==> src/rtl/uart_rx_pkg.sv <==
// Shared UART receive-side definitions: FSM state encoding and oversampling constants.
// PARITY is always present so the encoding does not change with the parity build option.
package UartPack;

  typedef enum logic [2:0] {
    IDLE      = 3'd0,
    START     = 3'd1,
    DATA      = 3'd2,
    PARITY    = 3'd3,
    STOP      = 3'd4,
    WAIT_HIGH = 3'd5
  } RxState;

  localparam int OVERSAMPLE = 16;
  localparam int SAMPLE_MID = 7;

endpackage

==> src/rtl/uart_rx_sync_fifo.sv <==
// Generic first-word-fall-through FIFO; head is visible the cycle after the push edge.
// Push into a full FIFO is accepted only when a pop happens in the same cycle; pop when empty is ignored.
module uart_sync_fifo #(
  parameter int WIDTH = 8,
  parameter int DEPTH = 16,
  localparam int AW = $clog2(DEPTH),
  localparam int CW = AW + 1
) (
  input  logic             clk,
  input  logic             rstn,
  input  logic             i_push,
  input  logic [WIDTH-1:0] i_push_dat,
  input  logic             i_pop,
  output logic [WIDTH-1:0] o_head_dat,
  output logic             o_head_vld,
  output logic [CW-1:0]    o_count,
  output logic [CW-1:0]    o_count_nxt,
  output logic             o_push_acc
);

  logic [WIDTH-1:0] r_mem [DEPTH];
  logic [AW-1:0]    r_wr_ptr;
  logic [AW-1:0]    r_rd_ptr;
  logic [CW-1:0]    r_count;
  logic             w_full;
  logic             w_do_push;
  logic             w_do_pop;

  assign o_head_vld  = (r_count != '0);
  assign w_full      = (r_count == CW'(DEPTH));
  assign w_do_pop    = i_pop && o_head_vld;
  // A full FIFO frees the head slot on a simultaneous pop, so the push can land there.
  assign w_do_push   = i_push && (!w_full || w_do_pop);
  assign o_push_acc  = w_do_push;
  assign o_count     = r_count;
  assign o_count_nxt = r_count + CW'(w_do_push) - CW'(w_do_pop);
  assign o_head_dat  = o_head_vld ? r_mem[r_rd_ptr] : '0;

  always_ff @(posedge clk) begin
    if (w_do_push) begin
      r_mem[r_wr_ptr] <= i_push_dat;
    end
  end

  always_ff @(posedge clk) begin
    if (!rstn) begin
      r_wr_ptr <= '0;
      r_rd_ptr <= '0;
      r_count  <= '0;
    end else begin
      if (w_do_push) begin
        r_wr_ptr <= r_wr_ptr + AW'(1);
      end
      if (w_do_pop) begin
        r_rd_ptr <= r_rd_ptr + AW'(1);
      end
      r_count <= o_count_nxt;
    end
  end

endmodule

==> src/rtl/uart_rx.sv <==
// 8N1 UART receiver, 16x oversampled, bytes buffered in an FWFT FIFO drained by valid/ready; rts is registered flow control.
// Never stalls on rts: a byte arriving at a full FIFO without a pop is dropped (overrun). Build option: UART_RX_PARITY_EN.
module uart_rx
  import UartPack::*;
#(
  parameter int TICK_DIV   = 54,
  parameter int FIFO_DEPTH = 16,
  parameter int RTS_MARGIN = 4,
  localparam int CW = $clog2(FIFO_DEPTH) + 1
) (
  input  logic          clk,
  input  logic          rstn,
  input  logic          rxd,
  output logic          rts,
  output logic [7:0]    rx_data,
  output logic          rx_valid,
  input  logic          rx_ready,
  output logic [CW-1:0] fifo_count,
  output logic          overrun,
  output logic          frame_err,
`ifdef UART_RX_PARITY_EN
  output logic          parity_err,
`endif
  input  logic          clr_err
);

  localparam int TW = (TICK_DIV > 1) ? $clog2(TICK_DIV) : 1;

  logic          r_rx_meta;
  logic          r_rxs;
  logic [TW-1:0] r_tick_cnt;
  RxState        r_state;
  logic [3:0]    r_tc;
  logic [2:0]    r_bit;
  logic [7:0]    r_shift;
  logic          r_rts;
  logic          r_overrun;
  logic          r_frame_err;

  logic          w_tick;
  logic          w_start;
  logic          w_mid;
  logic          w_end;
  logic          w_push;
  logic          w_push_acc;
  logic          w_ovr_set;
  logic          w_frame_set;
  logic          w_par_bad;
  logic [CW-1:0] w_count_nxt;

  always_ff @(posedge clk) begin
    if (!rstn) begin
      r_rx_meta <= 1'b1;
      r_rxs     <= 1'b1;
    end else begin
      r_rx_meta <= rxd;
      r_rxs     <= r_rx_meta;
    end
  end

  assign w_tick  = (r_tick_cnt == TW'(TICK_DIV - 1));
  assign w_start = (r_state == IDLE) && !r_rxs;

  // Reloading on the start edge aligns every later sample point to the falling edge of the start bit.
  always_ff @(posedge clk) begin
    if (!rstn || w_start) begin
      r_tick_cnt <= '0;
    end else if (w_tick) begin
      r_tick_cnt <= '0;
    end else begin
      r_tick_cnt <= r_tick_cnt + TW'(1);
    end
  end

  assign w_mid = w_tick && (r_tc == 4'(SAMPLE_MID));
  assign w_end = w_tick && (r_tc == 4'(OVERSAMPLE - 1));

  always_ff @(posedge clk) begin
    if (!rstn) begin
      r_state <= IDLE;
      r_tc    <= '0;
      r_bit   <= '0;
      r_shift <= '0;
    end else begin
      if (w_tick) begin
        r_tc <= r_tc + 4'd1;
      end
      case (r_state)
        IDLE: begin
          if (!r_rxs) begin
            r_state <= START;
            r_tc    <= '0;
          end
        end
        START: begin
          if (w_mid) begin
            r_tc <= '0;
            if (!r_rxs) begin
              r_state <= DATA;
              r_bit   <= '0;
            end else begin
              r_state <= IDLE;
            end
          end
        end
        DATA: begin
          if (w_end) begin
            r_shift <= {r_rxs, r_shift[7:1]};
            r_bit   <= r_bit + 3'd1;
            if (r_bit == 3'd7) begin
`ifdef UART_RX_PARITY_EN
              r_state <= PARITY;
`else
              r_state <= STOP;
`endif
            end
          end
        end
`ifdef UART_RX_PARITY_EN
        PARITY: begin
          if (w_end) begin
            r_state <= STOP;
          end
        end
`endif
        STOP: begin
          if (w_end) begin
            r_state <= r_rxs ? IDLE : WAIT_HIGH;
          end
        end
        WAIT_HIGH: begin
          if (r_rxs) begin
            r_state <= IDLE;
          end
        end
        default: r_state <= IDLE;
      endcase
    end
  end

`ifdef UART_RX_PARITY_EN
  logic r_par_bad;
  logic r_parity_err;
  logic w_par_set;

  // Even parity: data bits plus parity bit must XOR to zero.
  assign w_par_set = (r_state == PARITY) && w_end && ((^r_shift) != r_rxs);

  always_ff @(posedge clk) begin
    if (!rstn) begin
      r_par_bad    <= 1'b0;
      r_parity_err <= 1'b0;
    end else begin
      if ((r_state == PARITY) && w_end) begin
        r_par_bad <= w_par_set;
      end
      r_parity_err <= w_par_set || (r_parity_err && !clr_err);
    end
  end

  assign w_par_bad  = r_par_bad;
  assign parity_err = r_parity_err;
`else
  assign w_par_bad = 1'b0;
`endif

  assign w_push      = (r_state == STOP) && w_end && r_rxs && !w_par_bad;
  assign w_frame_set = (r_state == STOP) && w_end && !r_rxs;
  assign w_ovr_set   = w_push && !w_push_acc;

  always_ff @(posedge clk) begin
    if (!rstn) begin
      r_overrun   <= 1'b0;
      r_frame_err <= 1'b0;
      r_rts       <= 1'b1;
    end else begin
      r_overrun   <= w_ovr_set || (r_overrun && !clr_err);
      r_frame_err <= w_frame_set || (r_frame_err && !clr_err);
      r_rts       <= ((CW'(FIFO_DEPTH) - w_count_nxt) <= CW'(RTS_MARGIN));
    end
  end

  assign overrun   = r_overrun;
  assign frame_err = r_frame_err;
  assign rts       = r_rts;

  uart_sync_fifo #(
    .WIDTH (8),
    .DEPTH (FIFO_DEPTH)
  ) u_fifo (
    .clk         (clk),
    .rstn        (rstn),
    .i_push      (w_push),
    .i_push_dat  (r_shift),
    .i_pop       (rx_ready),
    .o_head_dat  (rx_data),
    .o_head_vld  (rx_valid),
    .o_count     (fifo_count),
    .o_count_nxt (w_count_nxt),
    .o_push_acc  (w_push_acc)
  );

endmodule
==> config.mk <==
export PLATFORM = sky130hd
export DESIGN_NAME = uart_rx
export DESIGN_NICKNAME = d
export VERILOG_FILES = /design/src/rtl/uart_rx_pkg.sv /design/src/rtl/uart_rx_sync_fifo.sv /design/src/rtl/uart_rx.sv
export SDC_FILE = /design/constraint.sdc
export NUM_CORES = 1
export LEC_CHECK = 0
export CAP_MARGIN = 10
export CORE_UTILIZATION = 40
export CTS_CLUSTER_SIZE = 20
export DETAILED_ROUTE_END_ITERATION = 16
export SYNTH_ARGS = -nofsm -noshare
export SYNTH_HDL_FRONTEND = slang
export SYNTH_HIERARCHICAL = 1
export SYNTH_SLANG_ARGS = --single-unit
==> constraint.sdc <==
create_clock -name clk -period 3.3 [get_ports clk]
set_clock_uncertainty 0.2 [all_clocks]
set_input_delay 0.66 -clock clk [delete_from_list [all_inputs] [get_ports clk]]
set_output_delay 0.66 -clock clk [all_outputs]
set_load 0.01 [all_outputs]
==> metrics.md, run 1 <==
| Metric | Value |
|---|---|
| Status | `finished, final reports clean` |
| Static leakage | `a little under 3 nW` |
| Starting DRT DRC Count | `241` |
| Layout cells sized above 1 | `around 25%` |
| HP Start | `r_rx_meta` |
| Crit Reg-Reg Startpoint | `r_tick_cnt[1]` |
| Via/cell ratio | `5.23` |
| Post-detail-place hpwl | `8.71 mm` |
| Most frequent cells in the layout | `edfxtp_1 (128), dfxtp_1 (41), buf_4 (33)` |
| Critical Path Max Stage Delay | `0.52 ns` |
| Unique cell type count in the Yosys netlist | `61` |
| Crit-path cells | `buf_12 > mux4_2 > mux2_2 > o21ai_0 > a21oi_1 > dlygate4sd2_1` |
| Clk root buf | `clkbuf_16` |
| Syn Nets | `between 400 and 500` |
| # setup viols final | `0` |
| Worst EP required | `2.44 ns` |
| Hold bufs inserted after CTS | `0` |
| Pwr dens | `664 nW/um2` |
| Clk sinks | `174` |
| Core Region | `18000 um2` |
| Synth Warn # | `6` |
| Fmax | `0.311 GHz` |
| Clock Latency Late Sink | `0.42 ns` |
| Number of buffers created by CTS | `17` |
| Synth Flop Type | `edfxtp_1` |
| Port bufs | `21` |
| Seq/Total Area, Yosys | `65.0%` |
| Final Hold Fails | `0` |
| H-tree lvl count | `4` |
| Largest net degree at the start of global routing | `25` |
| Crit Path Max Fanout | `7` |
| CTS tree | `yes` |
| MaxCap Viol Count | `0` |
| Startpoint Class | `flip-flop` |
| DRC violations left | `0` |
| GR Overflow Total | `0` |
| Peak VDD IR | `487 uV` |
| Filler cells | `1536` |
| Critical path arrival | `around 2.4 ns` |
| RSZ-0062 raised after global routing | `yes` |
| Gr usage total | `16.2%` |
| Finished Cell Area | `8600 um2` |
| Maximum clock insertion buffer count | `2` |
| Placed cell areas | `7910 um2` |
| Post-synth EDFFs | `128` |
| Initial antenna violation count | `0` |
| DR WL/cell | `18.6 um` |
| Antenna Nets Post-Route | `0` |
| Reg area | `4770 um2` |
| Chip Width | `137 um` |
| Fin crit period | `3.22 ns` |
| Async SR Flop Fraction | `0%` |
| Gp weighted congestion | `about 0.74` |
| Area of the multi-input gates | `2340 um2` |
| First-pass GRT wire length | `21.8 mm` |
| # IOs | `22` |
| Vias in the first global route | `3960` |
| Synthesized area | `between 7000 and 8000 um2` |
| Die Y | `137 um` |
| Crit. End Element | `output port` |
| Register clock-pin slew on the reported worst setup and hold paths | `0.06 ns` |
| Worst path slowest cell | `mux4_2` |
| Die area | `18900 um2` |
| Final Cycle Share | `between 90% and 100%` |
| Power, Total | `5.71 mW` |
| Drt pass-1 iters | `4` |
| Via count | `3935` |
| Relative slew slack | `40.0%` |
| CP Class | `reg2out` |
| Most common cell after layout, fill and taps aside | `edfxtp_1` |
| Slew Limit Fails | `0` |
| Yosys reg bits | `174` |
| Antenna cells | `0` |
| Worst Hold Class | `reg2reg` |
| Final WL | `14.0 mm` |
| Cell row count | `between 40 and 50` |
| Gate count of the mapped netlist | `458` |
| Fin nets | `534` |
| Synthesis-to-finish area growth | `17.5%` |
| Worst slew pin tran | `between 0.8 and 0.9 ns` |
| Starting Density | `40.8%` |
| Syn avg cell area | `between 15 and 20 um2` |
sequential cells by signal, indices dropped and copies added (netlist names), named ones only:
name / count
u_fifo/r_mem: 128
r_shift: 8
r_tick_cnt: 6
u_fifo/o_count: 5
r_tc: 4
u_fifo/r_rd_ptr: 4
u_fifo/r_wr_ptr: 4
r_bit: 3
r_state: 3
frame_err: 1
overrun: 1
r_rx_meta: 1
r_rxs: 1
rts: 1
synth_stat cells (5+ instances only):
cell type / n / area share, %
nand2_1: 18 / 0.92
xnor2_1: 9 / 1.1
nand2b_1: 8 / 0.68
nor2b_1: 10 / 0.85
nand3_1: 13 / 0.89
mux2_2: 8 / 1.2
o21ai_1: 6 / 0.41
xor2_1: 6 / 0.72
edfxtp_1: 128 / 52
nor2_1: 29 / 1.5
ha_1: 16 / 2.7
and2_1: 11 / 0.94
nor3_1: 5 / 0.34
buf_6: 6 / 0.92
inv_1: 15 / 0.77
mux2i_1: 18 / 2.5
mux4_2: 19 / 5.8
a21oi_1: 12 / 0.82
clkbuf_1: 6 / 0.31
mux4_1: 13 / 4.7
buf_2: 6 / 0.41
dfxtp_1: 46 / 13
power breakdown:
part | leakage, nW | switching (mW) | internal, mW
Combinational | 1.13 | 0.609 | 0.685
Sequential | 1.56 | 0.0643 | 2.37
Clock | 0.287 | 0.849 | 1.13
logic make-up (layout without fill, tap and decap cells):
| logic type | count (synthesis) | count (layout) | share of synthesized area [%] |
|---|---|---|---|
| mux | 58 | 58 | 14.2 |
| buf+inv | 40 | 106 | 3.48 |
| fa+ha+maj | 17 | 17 | 3.01 |
| xor+xnor | 15 | 15 | 1.79 |
| compound gates | 39 | 39 | 3.50 |
| simple gates | 115 | 115 | 8.97 |
| flops | 174 | 174 | 65.0 |
worst max-delay path: cells and delay by family, from the launching register on:
family | cells | cell delay, ns
mux | 2 | 0.80
buf+inv | 2 | 0.48
flops | 1 | 0.41
compound gates | 2 | 0.24
what timing repair did:
item | 4_1_cts | 5_1_grt
pin swaps | 1 | 7
buffers inserted | 0 | 4
gates cloned | 1 | 1
endpoints found under the setup margin | 9 | 8
gates resized for setup | 19 | 20
metal layers:
layer / track usage [%] / up-vias / share of wire (%)
li1: - / 1845 / -
met1: 20.5 / 2005 / 43
met2: 26.9 / 78 / 50
met3: 4.67 / 7 / 5.5
met4: 4.58 / 0 / 0.71
met5: 0 / - / 0
final cells by class:
class / instances / area share (%)
Clock inverter: 14 / 1.82
Multi-Input combinational cell: 244 / 27.2
Clock buffer: 17 / 4.94
Timing Repair Buffer: 59 / 6.52
Tap cell: 229 / 3.33
Sequential cell: 174 / 55.5
Inverter: 16 / 0.698
path summary, 6_finish.rpt:
path           endpoint  slack [ns]  cells past startpoint
max          rx_data[7]        0.08                      6
min               r_rxs        0.23                      1
max reg2reg         rts        0.13                     18
min reg2reg       r_rxs        0.23                      1
metrics by stage:
step | hold WS (ns) | setup slack (ns) | TNS [ns] | util (%) | cells
after global placement | 0.191 | -0.0558 | -0.0558 | 44.0 | 716
after global routing | 0.256 | -0.0556 | -0.0556 | 47.9 | 753
after detailed placement | 0.208 | -0.169 | -0.169 | 44.0 | 716
after CTS | 0.223 | 0.000550 | 0 | 47.4 | 748
after floorplan | 0.186 | 0.0187 | 0 | - | 458
final | 0.226 | 0.0822 | 0 | 47.9 | 753
(Power assumes the default switching activity.)
==> run 2, diff against run 1 <==
--- a/config.mk
+++ b/config.mk
@@ -6,9 +6,11 @@
 export NUM_CORES = 1
 export LEC_CHECK = 0
 export CAP_MARGIN = 10
-export CORE_UTILIZATION = 40
+export CORE_UTILIZATION = 50
 export CTS_CLUSTER_SIZE = 20
 export DETAILED_ROUTE_END_ITERATION = 16
+export HOLD_SLACK_MARGIN = 0.02
+export PLACE_DENSITY = 0.7
 export SYNTH_ARGS = -nofsm -noshare
 export SYNTH_HDL_FRONTEND = slang
 export SYNTH_HIERARCHICAL = 1
==> metrics.md, run 2 (same netlist as run 1, synthesis figures left out) <==
| Metric | Value |
|---|---|
| Status | `finished, final reports clean` |
| Worst r2r path cells | `17 (-1)` |
| Maximum clock insertion buffer count | `2 (unchanged)` |
| Most common cell after layout, fill and taps aside | `edfxtp_1` |
| Worst R2R End | `rts` |
| Max FFs per register | `128 (unchanged)` |
| Clock network fraction of total power | `34.8% (+0.2 points)` |
| Fmax | `0.308 GHz (-0.86%)` |
| # IOs | `22 (unchanged)` |
| Power, Total | `5.67 mW (-0.63%)` |
| HP Start | `r_rx_meta` |
| Via/cell ratio | `5.62 (+7.5%)` |
| Clock Latency Late Sink | `0.42 ns (about the same)` |
| Synthesis-to-finish area growth | `16.5%` |
| Biggest regs | `u_fifo/r_mem (128), r_shift (8), r_tick_cnt (6)` |
| Startpoint Class | `flip-flop` |
| Final Cycle Share | `98.4% (+0.84 points)` |
| Gp weighted congestion | `0.769 (+4.4%)` |
| MaxCap Viol Count | `0 (unchanged)` |
| Starting DRT DRC Count | `404 (+68%)` |
| CTS tree | `yes` |
| Reg2reg setup slack | `0.16 ns (+0.03 ns)` |
| Most frequent cells in the layout | `edfxtp_1 (128), dfxtp_1 (42), buf_4 (40)` |
| Int Pwr | `4.24 mW (+1.1%)` |
| Crit Path Max Fanout | `10 (+3)` |
| Fin crit period | `3.25 ns (+0.0279 ns)` |
| Core Region | `14100 um2 (-22%)` |
| Worst slack at placement | `-0.178 ns (-0.00864 ns)` |
| Critical path arrival | `2.39 ns (+0.03 ns)` |
| Antenna Nets Post-Route | `0 (unchanged)` |
| Vias in the first global route | `4038 (+2.0%)` |
| Initial antenna violation count | `0 (unchanged)` |
| First-pass GRT wire length | `21.6 mm (-0.79%)` |
| Sequential fraction of design power | `42.9% (+0.2 points)` |
| Port bufs | `21 (unchanged)` |
| Via count | `3983 (+1.2%)` |
| Layout cells sized above 1 | `23.3% (-1.4 points)` |
| GR Overflow Total | `0 (unchanged)` |
| Largest net degree at the start of global routing | `19 (-24%)` |
| Number of buffers created by CTS | `17 (unchanged)` |
| Clk sinks | `174 (unchanged)` |
| DR WL/cell | `19.7 um (+6.2%)` |
| Worst EP required | `2.44 ns (about the same)` |
| # setup viols final | `0 (unchanged)` |
| Post-layout util | `60.5% (+13 points)` |
| Hold worst-path end | `r_rxs` |
| Crit. End Element | `output port` |
| Crit Reg-Reg Startpoint | `r_tc[0]` |
| Combinational power share | `22.3% (-0.3 points)` |
| Drt pass-1 iters | `4 (unchanged)` |
| Setup TNS | `0 ns (unchanged)` |
| Pwr dens | `665 nW/um2 (+0.21%)` |
| Fin nets | `538 (+0.75%)` |
| Worst Hold Class | `reg2reg` |
| Worst slew pin tran | `0.871 ns (-0.0249 ns)` |
| Cell row count | `43 (-12%)` |
| Final Hold Fails | `0 (unchanged)` |
| H-tree lvl count | `4 (unchanged)` |
| Hold bufs inserted after CTS | `0 (unchanged)` |
| Slew Limit Fails | `0 (unchanged)` |
| Register clock-pin slew on the reported worst setup and hold paths | `0.06 ns (about the same)` |
| Clk root buf | `clkbuf_16` |
| Placed cell areas | `7850 um2 (-0.71%)` |
| Chip Width | `123 um (-10%)` |
| Static leakage | `3.00 nW (+0.77%)` |
| Setup ws final | `0.0543 ns (-0.0279 ns)` |
| Gr usage total | `20.1% (+3.9 points)` |
| DRC violations left | `0 (unchanged)` |
| Antenna cells | `0 (unchanged)` |
| Peak VDD IR | `456 uV (-6.4%)` |
| Relative slew slack | `41.7% (+1.7 points)` |
| CP Class | `reg2out` |
| Finished Cell Area | `8530 um2 (-0.84%)` |
| Die Y | `123 um (-10%)` |
| Starting Density | `52.0% (+11 points)` |
| Post-detail-place hpwl | `8.73 mm (+0.20%)` |
| Hold Crit Depth | `1 (unchanged)` |
| Reg with most FFs | `u_fifo/r_mem` |
| Net Sw Frac | `25.4% (-1.3 points)` |
| Die area | `15100 um2 (-20%)` |
| P_sw | `1.44 mW (-5.4%)` |
| Final WL | `14.0 mm (about the same)` |
-- run 2: cell types whose count changed in the layout (fill, tap and decap cells not counted), moves of 2 or more --
| cell | previous run | this run |
|---|---|---|
| buf_4 | 33 | 40 |
| clkinv_2 | 2 | 4 |
| mux4_2 | 25 | 19 |
| clkbuf_2 | 2 | 4 |
| inv_6 | 6 | 0 |
| o21ai_0 | 3 | 1 |
| mux4_1 | 7 | 13 |
| dlygate4sd2_1 | 4 | 2 |
| clkbuf_1 | 0 | 6 |
| inv_8 | 2 | 0 |
| buf_12 | 3 | 1 |
| o21ai_1 | 7 | 9 |
-- run 2: repair_timing --
action                     4_1_cts  5_1_grt
cloned                           1        0
buffers inserted                 3        2
setup endpoints to repair        9        6
gates resized for setup         23       15
pin swaps                        3        6
-- run 2: area by class of cell --
| type | instances | area, um2 |
|---|---|---|
| fillers | 1051 | 5570 |
| flip-flops and latches | 174 | 4770 |
| multi-input cells | 244 | 2360 |
| repair buffers | 63 | 536 |
| clock buffers | 24 | 462 |
| well taps | 180 | 225 |
| clock inverters | 8 | 119 |
| inverters | 16 | 60.1 |
-- run 2: per-layer routing --
metal	up-vias	wire (um)	GRT usage [%]
met1	2019	6280	25.8
li1	1856	-	-
met3	18	568	4.80
met2	90	6890	32.8
met5	-	0	0
met4	0	233	8.06
-- run 2: through the flow --
step                      hold WS, ns  instances
after floorplan                 0.186        458
after global placement          0.195        671
after detailed placement        0.211        671
after CTS                       0.233        707
after global routing            0.252        709
final                           0.236        709
-- run 2: worst max path at each step --
stage / start / to / slack, ns / depth (start not counted)
6_report: flip-flop / rx_data[4] / 0.05 / 7
5_1_grt: r_tick_cnt[1] / rts / -0.02 / 18
4_1_cts: flip-flop / rx_data[0] / 0.008 / 6
3_5_place_dp: rx_ready / rts / -0.18 / 14
3_3_place_gp: rx_ready / rts / -0.02 / 15
2_1_floorplan: r_tc[0] / rts / 0.02 / 18
-- run 2: power by group through the flow --
| stage | clock, mW | sequential [mW] | combinational [mW] |
|---|---|---|---|
| after floorplan | 0 | 2.47 | 0.772 |
| after global placement | 0 | 2.47 | 1.14 |
| after detailed placement | 0 | 2.47 | 1.18 |
| after CTS | 2.01 | 2.43 | 1.19 |
| after global routing | 2.08 | 2.44 | 1.37 |
| final | 1.98 | 2.43 | 1.26 |
-- run 2: critical path, stage by stage (launching register included) --
cell and delay, ns:
dfxtp_4 0.38, buf_12 0.15, buf_4 0.12, mux4_1 0.55, mux2_2 0.30, o21ai_1 0.12, a21oi_1 0.07, clkdlybuf4s15_1 0.27
==> run 3, diff against run 2 <==
--- a/config.mk
+++ b/config.mk
@@ -7,10 +7,11 @@
 export LEC_CHECK = 0
 export CAP_MARGIN = 10
 export CORE_UTILIZATION = 50
+export CTS_CLUSTER_DIAMETER = 150
 export CTS_CLUSTER_SIZE = 20
 export DETAILED_ROUTE_END_ITERATION = 16
 export HOLD_SLACK_MARGIN = 0.02
-export PLACE_DENSITY = 0.7
+export PLACE_DENSITY = 0.67
 export SYNTH_ARGS = -nofsm -noshare
 export SYNTH_HDL_FRONTEND = slang
 export SYNTH_HIERARCHICAL = 1
==> constraint.sdc (replaced) <==
create_clock -name clk -period 3.73 [get_ports clk]
set_clock_uncertainty 0.2 [all_clocks]
set_input_delay 0.746 -clock clk [delete_from_list [all_inputs] [get_ports clk]]
set_output_delay 0.746 -clock clk [all_outputs]
set_load 0.01 [all_outputs]
==> metrics.md, run 3 (same netlist as run 1, synthesis figures left out) <==
| Metric | Value |
|---|---|
| Finished Cell Area | `8300 um2 (-2.7%)` |
| Max FFs per register | `128 (unchanged)` |
| # setup viols final | `0 (unchanged)` |
| Most common cell after layout, fill and taps aside | `edfxtp_1` |
| Final Hold Fails | `0 (unchanged)` |
| CP Class | `reg2out` |
| Crit Path Max Fanout | `17 (+7)` |
| Placed cell areas | `7730 um2 (-1.6%)` |
| Via count | `3828 (-3.9%)` |
| Hold worst-path end | `r_rxs` |
| Crit-path cells | `buf_6 > mux4_1 > mux2_2 > o21ai_0 > a21oi_1 > clkdlybuf4s50_1` |
| H-tree lvl count | `4 (unchanged)` |
| Relative slew slack | `41.4% (-0.30 points)` |
| # IOs | `22 (unchanged)` |
| Worst Hold Class | `reg2reg` |
| Reg with most FFs | `u_fifo/r_mem` |
| DR WL/cell | `18.8 um (-4.4%)` |
| Register clock-pin slew on the reported worst setup and hold paths | `0.06 ns (about the same)` |
| Setup ws final | `0.126 ns (+0.0719 ns)` |
| HP Start | `r_rx_meta` |
| First-pass GRT wire length | `20.9 mm (-3.4%)` |
| Biggest regs | `u_fifo/r_mem (128), r_shift (8), r_tick_cnt (6)` |
| Antenna cells | `0 (unchanged)` |
| Drt pass-1 iters | `4 (unchanged)` |
| Worst EP required | `2.78 ns (+0.34 ns)` |
| Layout cells sized above 1 | `16.8% (-6.5 points)` |
| Critical path buffers and inverters | `2 (-1)` |
| Vias in the first global route | `3917 (-3.0%)` |
| Pwr dens | `579 nW/um2 (-13%)` |
| Crit Reg-Reg Startpoint | `r_tick_cnt[0]` |
| Port bufs | `21 (unchanged)` |
| Dpl cells | `655 (-2.4%)` |
| Gr usage total | `19.4% (-0.71 points)` |
| Maximum clock insertion buffer count | `2 (unchanged)` |
| Number of buffers created by CTS | `17 (unchanged)` |
| Post-detail-place hpwl | `8.32 mm (-4.7%)` |
| RSZ-0062 raised after global routing | `no` |
| Critical path arrival | `2.66 ns (+0.27 ns)` |
| Core Region | `14100 um2 (unchanged)` |
| Worst r2r path cells | `17 (unchanged)` |
| MaxCap Viol Count | `0 (unchanged)` |
| Antenna Nets Post-Route | `0 (unchanged)` |
| Status | `finished, final reports clean` |
| Cell row count | `43 (unchanged)` |
| Largest net degree at the start of global routing | `26 (+7)` |
| Clock Latency Late Sink | `0.41 ns (about the same)` |
| Gp weighted congestion | `0.759 (-1.3%)` |
| Reg2reg setup slack | `0.25 ns (+0.09 ns)` |
| Static leakage | `2.83 nW (-5.6%)` |
| Post-layout util | `58.9% (-1.7 points)` |
| Hold Crit Depth | `1 (unchanged)` |
| Setup TNS | `0 ns (unchanged)` |
| Fin nets | `516 (-4.1%)` |
| Clk root buf | `clkbuf_16` |
| Worst R2R End | `rts` |
| Fmax | `0.277 GHz` |
| Via/cell ratio | `5.58 (-0.67%)` |
| Top delay family on crit path | `multiplexers` |
| CTS tree | `yes` |
| Critical Path Max Stage Delay | `0.64 ns (+0.09 ns)` |
| Synthesis-to-finish area growth | `13.3%` |
| Worst path slowest cell | `mux4_1` |
| Starting Density | `52.0% (unchanged)` |
| Final Cycle Share | `96.6%` |
| Die area | `15100 um2 (unchanged)` |
| Starting DRT DRC Count | `255 (-37%)` |
| Die Y | `123 um (unchanged)` |
| Power, Total | `4.80 mW (-15%)` |
| Chip Width | `123 um (unchanged)` |
| Worst slack at placement | `0.0506 ns (+0.228 ns)` |
| Slew Limit Fails | `0 (unchanged)` |
| DRC violations left | `0 (unchanged)` |
| Worst slew pin tran | `0.875 ns (+0.00445 ns)` |
| Initial antenna violation count | `0 (unchanged)` |
| Startpoint Class | `flip-flop` |
| Fin crit period | `3.60 ns` |
| Non-filler cells, final | `686 (-3.2%)` |
| Most frequent cells in the layout | `edfxtp_1 (128), dfxtp_1 (46), nor2_1 (28)` |
| Final hold slack | `0.209 ns (-0.0274 ns)` |
| Clk sinks | `174 (unchanged)` |
| GR Overflow Total | `0 (unchanged)` |
| Final WL | `12.9 mm (-7.5%)` |
| Crit. End Element | `output port` |
| Peak VDD IR | `464 uV (+1.7%)` |
run 3: cell count changes in the layout (fill, tap and decap cells not counted), sizes merged:
| cell | previous run | this run |
|---|---|---|
| bufinv | 3 | 2 |
| clkinvlp | 0 | 4 |
| buf | 42 | 20 |
| dlygate4sd2 | 2 | 0 |
| inv | 16 | 17 |
| clkbuf | 28 | 19 |
| clkdlybuf4s15 | 1 | 0 |
| bufbuf | 1 | 0 |
| clkdlybuf4s50 | 13 | 21 |
run 3: area by class of cell:
class                   instances  area [um2]
well taps                     180         225
repair buffers                 41         377
inverters                      16        60.1
clock buffers                  19         433
clock inverters                12         120
fillers                      1075        5800
flip-flops and latches        174        4760
multi-input cells             244        2320
run 3: worst max-delay path by stage:
stage,start,end,slack [ns],cells after the start
floorplan,r_tc[0],rts,0.24,18
global placement,rx_ready,rts,0.20,15
detailed placement,rx_ready,rts,0.05,15
CTS,flip-flop,rx_data[7],0.004,6
global route,r_tc[0],rts,0.004,17
finish,flip-flop,rx_data[7],0.13,6
run 3: power by group:
| group | leakage (nW) | internal (mW) | switching [mW] |
|---|---|---|---|
| Combinational | 1.02 | 0.531 | 0.473 |
| Sequential | 1.56 | 2.10 | 0.0514 |
| Clock | 0.258 | 0.972 | 0.675 |
| Total | 2.83 | 3.60 | 1.20 |
run 3: worst register-to-register path, cell delays in order (launching register included):
cell	delay (ns)
dfxtp_1	0.37
ha_1	0.23
nand4_4	0.14
or2_2	0.35
nor2_2	0.15
o21a_1	0.16
inv_1	0.04
ha_1	0.27
inv_1	0.06
ha_1	0.15
inv_1	0.06
fa_1	0.40
nand2b_1	0.16
a21oi_1	0.19
o21a_1	0.17
nor2_1	0.08
nand2_1	0.08
o211ai_1	0.08
run 3: metal layers:
layer  vias up  global-route usage (%)  wire [um]
met5         -                       0          0
met4         0                    8.13        157
met3        13                    4.24        757
met2       100                    31.4       6460
met1      1895                    25.3       5550
li1       1820                       -          -
run 3: timing repair:
action                                  4_1_cts  5_1_grt
endpoints found under the hold margin         0        0
endpoints found under the setup margin        0        4
hold buffers                                  0        0
gates resized for setup                       0        4
setup buffers                                 0        0
